==> config.mk <==
export PLATFORM = sky130hd
export DESIGN_NAME = uart_key_decoder
export DESIGN_NICKNAME = d
export VERILOG_FILES = /design/src/rtl/key_pkg.sv /design/src/rtl/key_hold_timer.sv /design/src/rtl/uart_key_decoder.sv
export SDC_FILE = /design/constraint.sdc
export NUM_CORES = 1
export LEC_CHECK = 0
export CAP_MARGIN = 20
export CORE_MARGIN = 10
export CORE_UTILIZATION = 55
export CTS_CLUSTER_DIAMETER = 60
export DETAILED_ROUTE_END_ITERATION = 16
export GPL_ROUTABILITY_DRIVEN = 0
export PLACE_DENSITY = 0.77
export SLEW_MARGIN = 20
export SYNTH_ARGS = -nofsm -noshare
export SYNTH_HDL_FRONTEND = slang
export SYNTH_SLANG_ARGS = --single-unit
export TNS_END_PERCENT = 20
==> constraint.sdc <==
create_clock -name clk -period 2.76 [get_ports clk]
set_input_delay 0.276 -clock clk [delete_from_list [all_inputs] [get_ports clk]]
set_output_delay 0.276 -clock clk [all_outputs]
set_load 0.05 [all_outputs]
==> src/rtl/key_pkg.sv <==
// Shared ASCII key codes, FSM state types and the plain-keymap decoder for uart_key_decoder.
package key_pkg;

  localparam logic [7:0] KEY_LEFT  = 8'h61;  // 'a'
  localparam logic [7:0] KEY_RIGHT = 8'h64;  // 'd'
  localparam logic [7:0] KEY_STOP  = 8'h73;  // 's'
  localparam logic [7:0] KEY_FIRE  = 8'h20;  // ' '
  localparam logic [7:0] KEY_START = 8'h0D;  // CR
  localparam logic [7:0] KEY_PAUSE = 8'h70;  // 'p'
  localparam logic [7:0] KEY_ESC   = 8'h1B;
  localparam logic [7:0] KEY_CSI   = 8'h5B;  // '['
  localparam logic [7:0] KEY_ARR_L = 8'h44;  // 'D'
  localparam logic [7:0] KEY_ARR_R = 8'h43;  // 'C'

  typedef enum logic [1:0] {IDLE, POP, SETTLE} rd_state_t;
  typedef enum logic [1:0] {NONE, ESC_SEEN, CSI_SEEN} esc_state_t;
  typedef enum logic [2:0] {
    ACT_NONE, ACT_LEFT, ACT_RIGHT, ACT_STOP, ACT_FIRE, ACT_START, ACT_PAUSE
  } key_act_t;

  // Letters fold to lower case by forcing bit 5; only 0x41/0x61 etc. alias.
  function automatic key_act_t decode_plain(input logic [7:0] b);
    logic [7:0] lc;
    lc = b | 8'h20;
    if (b == KEY_FIRE)        return ACT_FIRE;
    else if (b == KEY_START)  return ACT_START;
    else if (lc == KEY_LEFT)  return ACT_LEFT;
    else if (lc == KEY_RIGHT) return ACT_RIGHT;
    else if (lc == KEY_STOP)  return ACT_STOP;
    else if (lc == KEY_PAUSE) return ACT_PAUSE;
    else                      return ACT_NONE;
  endfunction

endpackage

==> src/rtl/key_hold_timer.sv <==
// Down-counter that keeps a movement level alive; expire_o flags the 1->0 step
// unless a load or clear lands on the same cycle.
module key_hold_timer #(
  parameter int HOLD_CYCLES = 55_000_000,
  parameter int HOLD_W      = 26
) (
  input  logic clk_i,
  input  logic rst_ni,
  input  logic load_i,
  input  logic clear_i,
  output logic expire_o
);

  localparam logic [HOLD_W-1:0] LOAD_VAL = HOLD_W'(HOLD_CYCLES);
  localparam logic [HOLD_W-1:0] ONE      = HOLD_W'(1);

  logic [HOLD_W-1:0] cnt_q, cnt_d;

  always_comb begin
    cnt_d = cnt_q;
    if (load_i)             cnt_d = LOAD_VAL;
    else if (clear_i)       cnt_d = '0;
    else if (cnt_q != '0)   cnt_d = cnt_q - ONE;
  end

  always_ff @(posedge clk_i or negedge rst_ni) begin
    if (!rst_ni) cnt_q <= '0;
    else         cnt_q <= cnt_d;
  end

  assign expire_o = (cnt_q == ONE) && !load_i && !clear_i;

endmodule

==> src/rtl/uart_key_decoder.sv <==
// Pops RX FIFO bytes (IDLE->POP->SETTLE) and decodes keystrokes into game controls.
// Optional ANSI arrow decoding is enabled by defining ARROW_KEYS_EN.
module uart_key_decoder
  import key_pkg::*;
#(
  parameter int HOLD_CYCLES = 55_000_000,
  parameter int HOLD_W      = 26
) (
  input  logic       clk,
  input  logic       rst,
  input  logic       rx_empty,
  input  logic [7:0] r_data,
  output logic       rd_uart,
  output logic       move_left,
  output logic       move_right,
  output logic       fire,
  output logic       start,
  output logic       paused,
  output logic [7:0] last_key,
  output logic       key_valid
);

  rd_state_t  state_q;
  logic [7:0] byte_q, last_key_q;
  logic       rd_uart_q, left_q, right_q, fire_q, start_q, paused_q, key_valid_q;
  key_act_t   act;
  logic       hold_load, hold_clear, hold_expire;

`ifdef ARROW_KEYS_EN
  esc_state_t esc_q, esc_d;

  // A byte that breaks a partial sequence falls through to the plain map.
  always_comb begin
    act   = decode_plain(byte_q);
    esc_d = NONE;
    if (esc_q == ESC_SEEN && byte_q == KEY_CSI) begin
      act   = ACT_NONE;
      esc_d = CSI_SEEN;
    end else if (esc_q == CSI_SEEN && byte_q == KEY_ARR_L) begin
      act = ACT_LEFT;
    end else if (esc_q == CSI_SEEN && byte_q == KEY_ARR_R) begin
      act = ACT_RIGHT;
    end else if (byte_q == KEY_ESC) begin
      esc_d = ESC_SEEN;
    end
  end
`else
  always_comb begin
    act = decode_plain(byte_q);
  end
`endif

  assign hold_load  = (state_q == POP) && (act == ACT_LEFT || act == ACT_RIGHT);
  assign hold_clear = (state_q == POP) && (act == ACT_STOP);

  key_hold_timer #(
    .HOLD_CYCLES(HOLD_CYCLES),
    .HOLD_W     (HOLD_W)
  ) u_hold (
    .clk_i   (clk),
    .rst_ni  (rst),
    .load_i  (hold_load),
    .clear_i (hold_clear),
    .expire_o(hold_expire)
  );

  always_ff @(posedge clk or negedge rst) begin
    if (!rst) begin
      state_q     <= IDLE;
      byte_q      <= '0;
      last_key_q  <= '0;
      rd_uart_q   <= 1'b0;
      left_q      <= 1'b0;
      right_q     <= 1'b0;
      fire_q      <= 1'b0;
      start_q     <= 1'b0;
      paused_q    <= 1'b0;
      key_valid_q <= 1'b0;
`ifdef ARROW_KEYS_EN
      esc_q       <= NONE;
`endif
    end else begin
      rd_uart_q   <= 1'b0;
      fire_q      <= 1'b0;
      start_q     <= 1'b0;
      key_valid_q <= 1'b0;
      if (hold_expire) begin
        left_q  <= 1'b0;
        right_q <= 1'b0;
      end
      case (state_q)
        IDLE: begin
          if (!rx_empty) begin
            byte_q    <= r_data;
            rd_uart_q <= 1'b1;
            state_q   <= POP;
          end
        end
        POP: begin
          last_key_q  <= byte_q;
          key_valid_q <= 1'b1;
          state_q     <= SETTLE;
`ifdef ARROW_KEYS_EN
          esc_q       <= esc_d;
`endif
          case (act)
            ACT_LEFT:  begin left_q <= 1'b1; right_q <= 1'b0; end
            ACT_RIGHT: begin left_q <= 1'b0; right_q <= 1'b1; end
            ACT_STOP:  begin left_q <= 1'b0; right_q <= 1'b0; end
            ACT_FIRE:  fire_q   <= 1'b1;
            ACT_START: start_q  <= 1'b1;
            ACT_PAUSE: paused_q <= ~paused_q;
            default:   ;
          endcase
        end
        SETTLE:  state_q <= IDLE;
        default: state_q <= IDLE;
      endcase
    end
  end

  assign rd_uart    = rd_uart_q;
  assign move_left  = left_q;
  assign move_right = right_q;
  assign fire       = fire_q;
  assign start      = start_q;
  assign paused     = paused_q;
  assign last_key   = last_key_q;
  assign key_valid  = key_valid_q;

endmodule
==> results of run 1 <==
## cell families (layout without fill, tap and decap cells)
| kind of cell | Yosys count | in the layout | synth area share, % |
|---|---|---|---|
| buf+inv | 18 | 48 | 3.94 |
| mux | 7 | 7 | 2.85 |
| simple gates | 120 | 120 | 26.7 |
| compound gates | 65 | 65 | 15.6 |
| xor+xnor | 12 | 12 | 3.80 |
| flops | 51 | 51 | 46.2 |
| fa+ha+maj | 2 | 2 | 0.905 |
## cell usage in the layout (no fill, tap or decap), types with 3 or more instances in the layout
| cell type | n |
|---|---|
| dfrtp_1 | 51 |
| nand2_1 | 32 |
| a21oi_1 | 26 |
| clkdlybuf4s50_1 | 24 |
| nor2_1 | 19 |
| nor3_1 | 10 |
| xnor2_1 | 9 |
| or3_1 | 8 |
| buf_4 | 8 |
| mux2_2 | 7 |
| clkbuf_8 | 7 |
| o31ai_1 | 6 |
| inv_1 | 5 |
| nor4_1 | 5 |
| nand3_1 | 5 |
| a211oi_1 | 5 |
| or4_1 | 5 |
| nand2b_1 | 4 |
| nor3_2 | 4 |
| nor4b_1 | 3 |
| a31oi_1 | 3 |
| o21ai_0 | 3 |
| nand4_1 | 3 |
| xor2_1 | 3 |
| o41ai_1 | 3 |
## worst max-delay path by stage
| stage | cells past startpoint | start | to |
|---|---|---|---|
| final | 7 | u_hold.cnt_q[0] | u_hold.cnt_q[24] |
| after global routing | 7 | u_hold.cnt_q[0] | u_hold.cnt_q[24] |
| after CTS | 7 | u_hold.cnt_q[0] | u_hold.cnt_q[24] |
| after detailed placement | 7 | u_hold.cnt_q[0] | u_hold.cnt_q[24] |
| after global placement | 7 | u_hold.cnt_q[0] | u_hold.cnt_q[24] |
| after floorplan | 7 | u_hold.cnt_q[0] | u_hold.cnt_q[24] |
## routing by layer
metal  up-vias  GRT usage [%]  routed length [microns]
li1       1074              -                        -
met1      1068           16.8                     2600
met2        35           25.1                     2980
met3        10           4.24                      242
met4         0           5.61                      104
met5         -              0                        0
## report_power, final
| group | internal [mW] | switching [mW] | total (mW) |
|---|---|---|---|
| sequential | 1.02 | 0.375 | 1.39 |
| clock | 0.229 | 0.239 | 0.469 |
| combinational | 0.559 | 0.697 | 1.26 |
| total | 1.81 | 1.31 | 3.12 |
## sequential cells by signal (all words and copies together) (netlist names), 2 cells and up
signal        count
last_key          8
state_q           2
byte_q            8
u_hold.cnt_q     26
## synth_stat cells (2+ instances only)
cell type	count
nand2b_1	4
o21ai_0	3
or4_1	5
nor3_2	4
o41ai_1	3
o31ai_1	6
a211oi_1	5
nor2_1	19
nor4_1	6
xor2_1	3
nand3b_1	2
a31oi_1	3
nand4_1	3
nand4b_1	2
o21ai_1	2
nand2_1	32
clkbuf_1	4
o211a_1	2
inv_1	5
buf_6	3
nor3_1	10
xnor2_1	9
mux2_2	7
or3_1	8
nor4_4	2
a21oi_2	2
o211ai_1	2
buf_2	3
o311a_1	2
or4_4	2
or4b_1	2
nand3_1	5
a2bb2oi_1	2
a21oi_1	26
ha_1	2
dfrtp_1	51
nor4b_1	3
## final cells by class
class / count / share of cell area, %
inverter: 6 / 0.707
multi-input combinational: 206 / 43.5
timing repair buffer: 34 / 9.90
sequential: 51 / 40.1
clock buffer: 8 / 3.14
tap: 67 / 2.63
## critical path, delay by kind of cell, from the launching register on
| family | cells | cell delay, ns |
|---|---|---|
| AND/OR/NAND/NOR | 3 | 1.16 |
| flip-flops | 1 | 0.47 |
| buffers and inverters | 1 | 0.11 |
| AO/OA/AOI/OAI | 2 | 0.33 |
| adder cells (fa/ha/maj) | 1 | 0.21 |
## metrics by stage
| stage | area (sq um) | setup slack [ns] | util [%] | hold slack (ns) |
|---|---|---|---|---|
| finish | 3180 | 0.399 | 66.5 | 0.467 |
| global route | 3180 | 0.256 | 66.5 | 0.510 |
| floorplan | 2770 | 0.778 | - | -0.0196 |
| global placement | 3070 | 0.551 | 64.2 | 0.298 |
| CTS | 3180 | 0.456 | 66.5 | 0.466 |
| detailed placement | 3070 | 0.501 | 64.2 | 0.297 |
==> summary by stage, run 1 <==
Power
The static leakage power is ~1.3 nW. In this run the power density over the cells is between 900 and 1000 nW/um^2. The total power consumption of the routed design is approximately 3.1 mW. The worst-case IR drop observed on VDD is approximately 540 uV.

Finish
The final-stage net count is between 300 and 400. The antenna cell count is 0. After the flow finishes, the layout carries non-filler instances totaling between 300 and 400. The number of fill cells is between 300 and 400. The combined area of the multi-input logic cells is around 1400 sq um. Of the cells placed in the final design, the portion with a size suffix greater than 1 is about 14%. Across the whole layout, storage elements account for 1280 sq um.

From synthesis to final layout, the design area changed by 15.2%.

Clocking
The clock passes through at most 2 buffers. For this design, the sink count on the clock tree is 51. The count of instances resized after the clock tree is built is 0. The root buffer selected by CTS is clkbuf_8. The clock reaches the later pin of the worst-skew pair after 0.31 ns. The total CTS buffers is 5. The number of hold buffers added after CTS is 1. The clock tree from TritonCTS is done. Once the clock tree was built, the setup fixing pass inserted 0 buffers. The H-tree level count is 2. Clock-pin slew was measured on the worst setup and hold paths at around 0.09 ns.

Global route
The number of antenna violations at the first check in global routing is 0. The first global-routing pass estimated between 10,000 and 15,000 microns of wire. Entering global routing, the biggest net connects 27 pins. Across every metal layer, demand over resource in global routing totals between 10% and 20%. Global routing finished with a remaining overflow of 0.

The via count of the first global-routing pass is 2,219.

Route
The initial DRC count is 119. The detail-routed net length per standard cell is between 15 and 20 microns. For this run, the detailed router's first-pass iteration total came to 5.

Using the TritonRoute via totals, the vias-per-cell ratio works out to 5.88. The routed layout has 2,187 vias. The final routed DRC violation total is 0. The routed design has just under 6000 microns of wire. The count of nets left with antenna violations once routing finished came out at 0.

Synth
In this run the biggest area consumer among cell types represents 46.2% of the synthesized area. The synthesis warning total is 0. For this run, the leading register cell type out of synthesis is dfrtp_1. The async set-reset flop share out of synthesis is 100%. Of all cell types, the one taking the most synthesized area is dfrtp_1. Synthesis handed over a netlist of between 200 and 300 instances. The number of nets in the synthesized netlist is between 200 and 300. After synthesis, the cell types taking the most area are dfrtp_1 46%, a21oi_1 4.7%, nand2_1 4.3%. The area of the mapped netlist is between 2000 and 3000 sq um. The total of flip-flops plus latches after synthesis is 51. The number of synthesized flops with an enable pin is 0. The per-instance average area after synthesis is 10.1 sq um. The sequential share of the synthesized area is 46.2%. The count of unique library cells instantiated by Yosys is slightly below 60.

Place
The number of placed instances with taps included is approximately 360. The post-DP HPWL is 4350 microns. The count of buffers added on input and output ports is 25.

Timing
Based on the critical path, the design can be clocked at up to around 420 MHz. Across the routed clock network, the largest skew measured is just under 0.008 ns. The number of failing setup endpoints in the final timing report is 0. The number of failing hold endpoints at the final stage is 0. At the pin with the least slew margin, the transition time is approximately 0.64 ns.

The fraction of the cycle the final worst path needs is ~86%. The count of pins over their slew limit is 0. The normalized max-slew margin is 57.2%. The shortest clock period the worst path allows after layout is roughly 2.4 ns. Setup total negative slack on the finished layout was measured at 0 ns. Setup repair after global routing left no endpoint under its margin.

Min path
The worst min-delay path class is reg -> reg. Counting instances, the worst hold path has a depth of 1. The hold path startpoint is state_q[1]. The worst hold path terminates at state_q[0].

Worst setup path
Among all stages on the critical path, the largest delay is contributed by or4b_1. The delay of the slowest critical-path stage is around 0.53 ns. The worst register-to-register path has a depth of 7. Across all register-to-register paths, the minimum setup slack is 0.40 ns.

The worst flop-to-flop path startpoint is u_hold.cnt_q[0]. The worst setup path is launched from a flip-flop. The arrival time at the worst endpoint is ~2.6 ns. The critical path goes through inv_1, ha_1, nor3b_2, nand3_1, or4b_1, a21oi_1, a2bb2oi_1. The endpoint required time on the critical path is 2.99 ns. The largest fanout of any net on the critical path is 6. The endpoint identified for the worst register-to-register timing path is u_hold.cnt_q[24].

The worst setup path is captured at a flip-flop. By startpoint and endpoint, the worst setup path is classified as reg -> reg.

Flow run
The number of max-cap violations is 0.

Run status
The run finished with clean final reports.

Floorplanning
The initial core utilization is around 58%. The total number of placement rows is 25. The area inside the core boundary is 4790 sq um. The height of the chip is 90.9 microns.

The number of primary I/O pins is 26. The area of the die is around 8300 sq um. The die is between 90 and 100 microns wide.
No activity file was read; power rests on OpenSTA's default activity.
==> inputs of run 2 (changes only) <==
--- a/config.mk
+++ b/config.mk
@@ -7,11 +7,12 @@
 export LEC_CHECK = 0
 export CAP_MARGIN = 20
 export CORE_MARGIN = 10
-export CORE_UTILIZATION = 55
+export CORE_UTILIZATION = 57
 export CTS_CLUSTER_DIAMETER = 60
 export DETAILED_ROUTE_END_ITERATION = 16
 export GPL_ROUTABILITY_DRIVEN = 0
-export PLACE_DENSITY = 0.77
+export GPL_TIMING_DRIVEN = 0
+export PLACE_DENSITY = 0.79
 export SLEW_MARGIN = 20
 export SYNTH_ARGS = -nofsm -noshare
 export SYNTH_HDL_FRONTEND = slang
==> summary by stage, run 2 (synthesis results as in run 1) <==
Clocking
The buffer depth of the longest clock path came to 2 (unchanged). The count of instances resized after the clock tree is built is 0 (unchanged). The buffer count from post-CTS setup fixing is 0 (unchanged). The H-tree level count is 2 (unchanged). The worst-skew pair later-pin latency is 0.30 ns (about the same). The clock tree from TritonCTS is done. The total CTS buffers is 5 (unchanged).

The clock-pin slew of the registers on the worst-case setup and hold paths is 0.09 ns (about the same). The number of hold buffers added after CTS is 0 (-1). The total clock sinks came to 51 (unchanged). The root buffer selected by CTS is clkbuf_8.

Timing
The normalized max-slew margin is 33.5% (-24 points). The worst hold margin was -0.0252 ns (-0.492 ns). The number of failing hold endpoints at the final stage is 16 (+16). The fraction of the cycle the final worst path needs is 85.4% (-0.13 points). The count of pins over their slew limit is 0 (unchanged).

The worst setup skew after layout is 0.00687 ns (-0.000850 ns). The shortest clock period the worst path allows after layout is 2.36 ns (-0.00364 ns). The number of failing setup endpoints in the final timing report was 0 (unchanged). Setup repair after global routing left no endpoint under its margin.

The slew at the pin closest to its max-slew limit is 0.990 ns (+0.352 ns). The fmax is 424 MHz (+0.15%).

Route
The total wire length is 6400 microns (+8.1%). The count of nets left with antenna violations after detail routing is 0 (unchanged). The met2 layer wire length in the routed design is 3310 microns (+11%). The initial DRC count is 160 (+34%). Routed signal wires occupy layers up through met4. The met1 layer wirelength in the final routing is 2770 microns (+6.9%). The number of vias per cell is 6.07 (+3.2%). The number of optimization iterations in the first detailed-route pass is 5 (unchanged).

The detail-routed net length per standard cell was 17.1 microns (+7.3%). The routed via count is 2,276 (+4.1%). The met3 wire length is 214 microns (-12%). The final routed DRC violation total is 0 (unchanged).

Power
The maximum vdd drop is 552 uV (+1.7%). The power density over the cells is 1020 nW/um^2 (+4.3%). The cell-internal power is 1.96 mW (+8.2%). The share of power burned in registers is 41.1% (-3.6 points). The static leakage power is 1.30 nW (+1.7%). The switching power as a share of total power was 40.7% (-1.3 points). The proportion of power drawn by the clock network is 18.5% (+3.5 points). The power spent charging and discharging nets is 1.34 mW (+2.5%). The combinational group share of total power is 40.3% (about the same).

Floorplanning
The area inside the core boundary was 4720 sq um (-1.3%). The initial core utilization is 58.5% (+0.77 points). The height of the chip is 89.7 microns (-1.4%).

The total number of placement rows came to 25 (unchanged). The horizontal die dimension was 89.7 microns (-1.4%). The number of primary I/O pins is 26 (unchanged). The area of the die came to 8040 sq um (-2.7%).

Global route
The first-pass GRT wire length is 11,100 microns (+7.8%). The via count of the first global-routing pass is 2,234 (+0.68%). The number of antenna violations at the first check in global routing is 0 (unchanged). The pin count of the biggest net entering global routing came to 52 (+93%).

The total track usage is 17.5% (+2.9 points). The remaining global-route overflow is 0 (unchanged).

Worst setup path
Walking the worst path, the cells encountered are buf_2, and4bb_2, a21boi_0, o21bai_1, o21ai_1, clkbuf_1, a21oi_1. The type of element launching the critical path is a flip-flop. The arrival time at the worst endpoint is 2.53 ns (-0.06 ns). The endpoint required time on the critical path is 2.93 ns (-0.06 ns). The largest fanout of any net on the critical path is 10 (+4). The setup path with the least slack is of type reg -> reg.

The slowest cell on the critical path is clkbuf_1. STA classifies the critical path endpoint as a flip-flop. The delay of the slowest critical-path stage is 0.42 ns (-0.11 ns).

Finish
The post-layout utilization of the core came to 68.4% (+1.8 points). In the layout the commonest cells are 51 x dfrtp_1, 32 x nand2_1, 26 x a21oi_1. Relative to the synthesized area, the layout overhead comes to 16.8%.

The library cell used most frequently in the layout, excluding fill and tap cells, is dfrtp_1. The register with the highest flop count is u_hold.cnt_q. The final-stage net count came to 320 (+0.95%).

The flip-flop count of the largest register, all copies and words added is 26 (unchanged). The share of cells above drive strength 1 is 13.3% (-0.46 points). The antenna cell count came to 0 (unchanged). The final instance count without filler cells is 375 (+0.81%).

Run status
The final reports fail on hold timing. The run finished, with violations left.

Flow run
The number of max-cap violations came to 0 (unchanged).

Place
The post-DP HPWL is 4520 microns (+3.8%). The count of buffers from port buffering is 25 (unchanged). The number of placed instances with taps included is 367 (+1.1%).

Min path
The min-delay analysis places its worst path in the category in -> async.
-- run 2: changes by cell type in the layout (fill, tap and decap cells not counted), sizes merged --
cell	change
bufinv	+2
clkbuf	+2
dlygate4sd3	-1
-- run 2: per-layer routing --
layer  GRT usage (%)  vias to the layer above
li1                -                     1085
met1            21.1                     1138
met2            30.3                       42
met3            3.79                       11
met4            5.78                        0
met5               0                        -
-- run 2: layout make-up --
class	count	area, sq um
Clock inverter	2	60.1
Buffer	12	86.3
Sequential cell	51	1280
Clock buffer	6	72.6
Multi-Input combinational cell	206	1380
Inverter	6	22.5
Fill cell	371	1490
Timing Repair Buffer	25	248
Tap cell	67	83.8
-- run 2: worst max-delay path: cells and delay by family, from the launching register on --
| family | cells | cell delay [ns] |
|---|---|---|
| buf+inv | 2 | 0.59 |
| flops | 1 | 0.37 |
| compound gates | 4 | 0.98 |
| simple gates | 1 | 0.27 |
-- run 2: path summary, 6_finish.rpt --
kind | depth (start not counted) | slack, ns | end | start
min reg2reg | 1 | 0.47 | paused | paused
max in group asynchronous | 1 | 2.33 | u_hold.cnt_q[19] | rst
min | 1 | -0.03 | u_hold.cnt_q[2] | rst
min in group clk | 1 | 0.47 | paused | paused
max | 7 | 0.40 | u_hold.cnt_q[22] | byte_q[0]
max reg2reg | 7 | 0.40 | u_hold.cnt_q[22] | byte_q[0]
-- run 2: per-stage QoR --
step / instance area, sq um / power (mW) / setup TNS, ns / setup slack (ns)
6_report: 3230 / 3.30 / 0 / 0.403
2_1_floorplan: 2770 / 2.31 / 0 / 0.778
3_3_place_gp: 3100 / 2.64 / -3.40 / -0.0691
5_1_grt: 3230 / 3.51 / 0 / 0.190
3_5_place_dp: 3100 / 2.70 / 0 / 0.470
4_1_cts: 3230 / 3.32 / 0 / 0.443
-- run 2: power by group through the flow --
| stage | clock network, mW | registers, mW | logic (mW) |
|---|---|---|---|
| finish | 0.612 | 1.36 | 1.33 |
| global route | 0.645 | 1.40 | 1.46 |
| CTS | 0.624 | 1.35 | 1.34 |
| detailed placement | 0 | 1.37 | 1.33 |
| global placement | 0 | 1.35 | 1.29 |
| floorplan | 0 | 1.50 | 0.812 |
==> inputs of run 3 (changes only) <==
--- a/config.mk
+++ b/config.mk
@@ -12,6 +12,7 @@
 export DETAILED_ROUTE_END_ITERATION = 16
 export GPL_ROUTABILITY_DRIVEN = 0
 export GPL_TIMING_DRIVEN = 0
+export HOLD_SLACK_MARGIN = 0.03
 export PLACE_DENSITY = 0.79
 export SLEW_MARGIN = 20
 export SYNTH_ARGS = -nofsm -noshare
==> summary by stage, run 3 (synthesis results as in run 1) <==
Timing
The number of failing hold endpoints at the final stage is 0 (-16). The fmax is 430 MHz (+1.5%). The count of pins over their slew limit came to 0 (unchanged). The setup TNS is 0 ns (unchanged). The worst setup margin came to 0.437 ns (+0.0339 ns). The slew at the pin closest to its max-slew limit came to 0.986 ns (-0.00456 ns). The normalized max-slew margin was 33.8% (+0.31 points).

Setup repair after global routing left no endpoint under its margin. The fraction of the cycle the final worst path needs is 84.2% (-1.2 points). The worst setup skew after layout is 0.00662 ns (-0.000253 ns).

The number of failing setup endpoints in the final timing report came to 0 (unchanged). The shortest clock period the worst path allows after layout is 2.32 ns (-0.0339 ns).

Route
The number of optimization iterations in the first detailed-route pass is 4 (-1). The number of vias per cell is 6.11 (+0.70%). The detail-routed net length per standard cell is 17.1 microns (about the same). The final routed DRC violation total is 0 (unchanged).

The total wire length is 6420 microns (+0.36%). The routed via count is 2,298 (+0.97%). The count of nets left with antenna violations after detail routing came to 0 (unchanged). The initial DRC count was 164 (+2.5%).

Clocking
The buffer count from post-CTS setup fixing is 0 (unchanged). TritonCTS built the clock tree. The H-tree level count is 2 (unchanged).

The total CTS buffers came to 5 (unchanged). The root buffer selected by CTS is clkbuf_8. The total clock sinks is 51 (unchanged).

The number of hold buffers added after CTS was 1 (+1). The buffer depth of the longest clock path was 2 (unchanged). The clock-pin slew of the registers on the worst-case setup and hold paths came to 0.09 ns (about the same). The worst-skew pair later-pin latency is 0.30 ns (about the same).

The count of instances resized after the clock tree is built was 0 (unchanged).

Global route
The pin count of the biggest net entering global routing was 52 (unchanged). The remaining global-route overflow is 0 (unchanged). The via count of the first global-routing pass is 2,235 (+0.045%). The total track usage is 17.5% (+0.019 points).

The number of antenna violations at the first check in global routing is 0 (unchanged). The first-pass GRT wire length is 11,100 microns (+0.13%).

Finish
The leading cell type in the layout, fill and taps excluded is dfrtp_1. The relative area change from synthesis to final layout is 17.1%. The final-stage net count is 321 (+0.31%). Leaving out fill and tap cells, the most frequent cells in the layout are 51 x dfrtp_1, 32 x nand2_1, 26 x a21oi_1. The share of cells above drive strength 1 is 13.3% (-0.043 points). The summed area of non-filler cells in the final layout was 3240 sq um (+0.31%). The combined area of the multi-input logic cells is 1380 sq um (unchanged). The sequential standard cell area is 1280 sq um (unchanged).

The antenna cell count came to 0 (unchanged). The flip-flop count of the largest register, all copies and words added is 26 (unchanged). The register with the highest flop count is u_hold.cnt_q. The number of fill cells was 370 (-0.27%).

Power
The power density over the cells is 1020 nW/um^2 (-0.19%). The total power consumption of the routed design is 3.30 mW (+0.12%). The static leakage power is 1.30 nW (+0.32%). The maximum vdd drop came to 550 uV (-0.37%).

Floorplanning
The area of the die was 8040 sq um (unchanged). The initial core utilization is 58.5% (unchanged). The height of the chip is 89.7 microns (unchanged). The number of primary I/O pins is 26 (unchanged). The horizontal die dimension was 89.7 microns (unchanged). The total number of placement rows is 25 (unchanged). The area inside the core boundary was 4720 sq um (unchanged).

Flow run
The number of max-cap violations is 0 (unchanged).

Place
The post-DP HPWL is 4520 microns (unchanged). The count of buffers from port buffering came to 25 (unchanged). The total placed instance area came to 3100 sq um (unchanged). The pre-CTS setup slack is 0.470 ns (unchanged).

Worst setup path
The endpoint required time on the critical path was 2.93 ns (about the same). The kind of end point of the critical path is a flip-flop. The worst register-to-register path begins at byte_q[0].

The path type of the worst setup path is reg -> reg. The path depth of the worst reg2reg path is 7 (unchanged). The worst register-to-register path ends at u_hold.cnt_q[22]. The type of element launching the critical path is a flip-flop.

The arrival time at the worst endpoint is 2.50 ns (-0.03 ns). The worst setup slack for register-to-register paths came to 0.44 ns (+0.03 ns). The largest fanout of any net on the critical path was 10 (unchanged).

Run status
The run finished with clean final reports.

Min path
The terminating pin of the worst hold path is paused. Counting instances, the worst hold path has a depth of 1. The worst hold path begins at paused. In this run the worst hold path is classified as reg -> reg.
run 3: changes by cell type in the layout (fill, tap and decap cells not counted), sizes merged:
cell	before	now
dlygate4sd3	0	1
run 3: final cells by class:
type / instances / share of cell area [%]
Multi-Input combinational cell: 206 / 42.6
Sequential cell: 51 / 39.4
Timing Repair Buffer: 26 / 7.96
Buffer: 12 / 2.67
Tap cell: 67 / 2.59
Clock buffer: 6 / 2.24
Clock inverter: 2 / 1.85
Inverter: 6 / 0.695
run 3: per-stage QoR:
stage               utilization (%)  hold WS, ns  cells
floorplan                         -      -0.0196    275
global placement               65.6        0.454    367
detailed placement             65.6        0.350    367
CTS                            68.6        0.479    376
global route                   68.6        0.489    376
finish                         68.6        0.473    376
run 3: worst max path at each step:
stage	cells after the start	slack, ns	startpoint	to
global route	7	0.19	byte_q[0]	u_hold.cnt_q[18]
global placement	1	-0.07	rst	last_key[0]
CTS	7	0.44	byte_q[0]	u_hold.cnt_q[22]
finish	7	0.44	byte_q[0]	u_hold.cnt_q[22]
detailed placement	7	0.47	byte_q[0]	u_hold.cnt_q[22]
floorplan	7	0.78	u_hold.cnt_q[0]	u_hold.cnt_q[24]
run 3: layer usage:
metal | GRT usage, % | vias to the layer above | share of wire, % | routed length [microns]
li1 | - | 1087 | - | -
met1 | 21.2 | 1145 | 43 | 2740
met2 | 30.3 | 53 | 51 | 3290
met3 | 3.70 | 13 | 4.1 | 266
met4 | 5.78 | 0 | 2.0 | 130
met5 | 0 | - | 0 | 0
run 3: critical path: stages (launching register included):
cell and delay (ns):
dfrtp_1 0.37, buf_2 0.17, and4bb_2 0.27, a21boi_0 0.25
o21bai_1 0.20, o21ai_1 0.38, clkbuf_1 0.41, a21oi_1 0.13
run 3: power breakdown:
group	switching (mW)	total, mW	internal, mW
Combinational	0.757	1.33	0.576
Sequential	0.339	1.36	1.02
Clock	0.250	0.613	0.362
Total	1.35	3.30	1.96
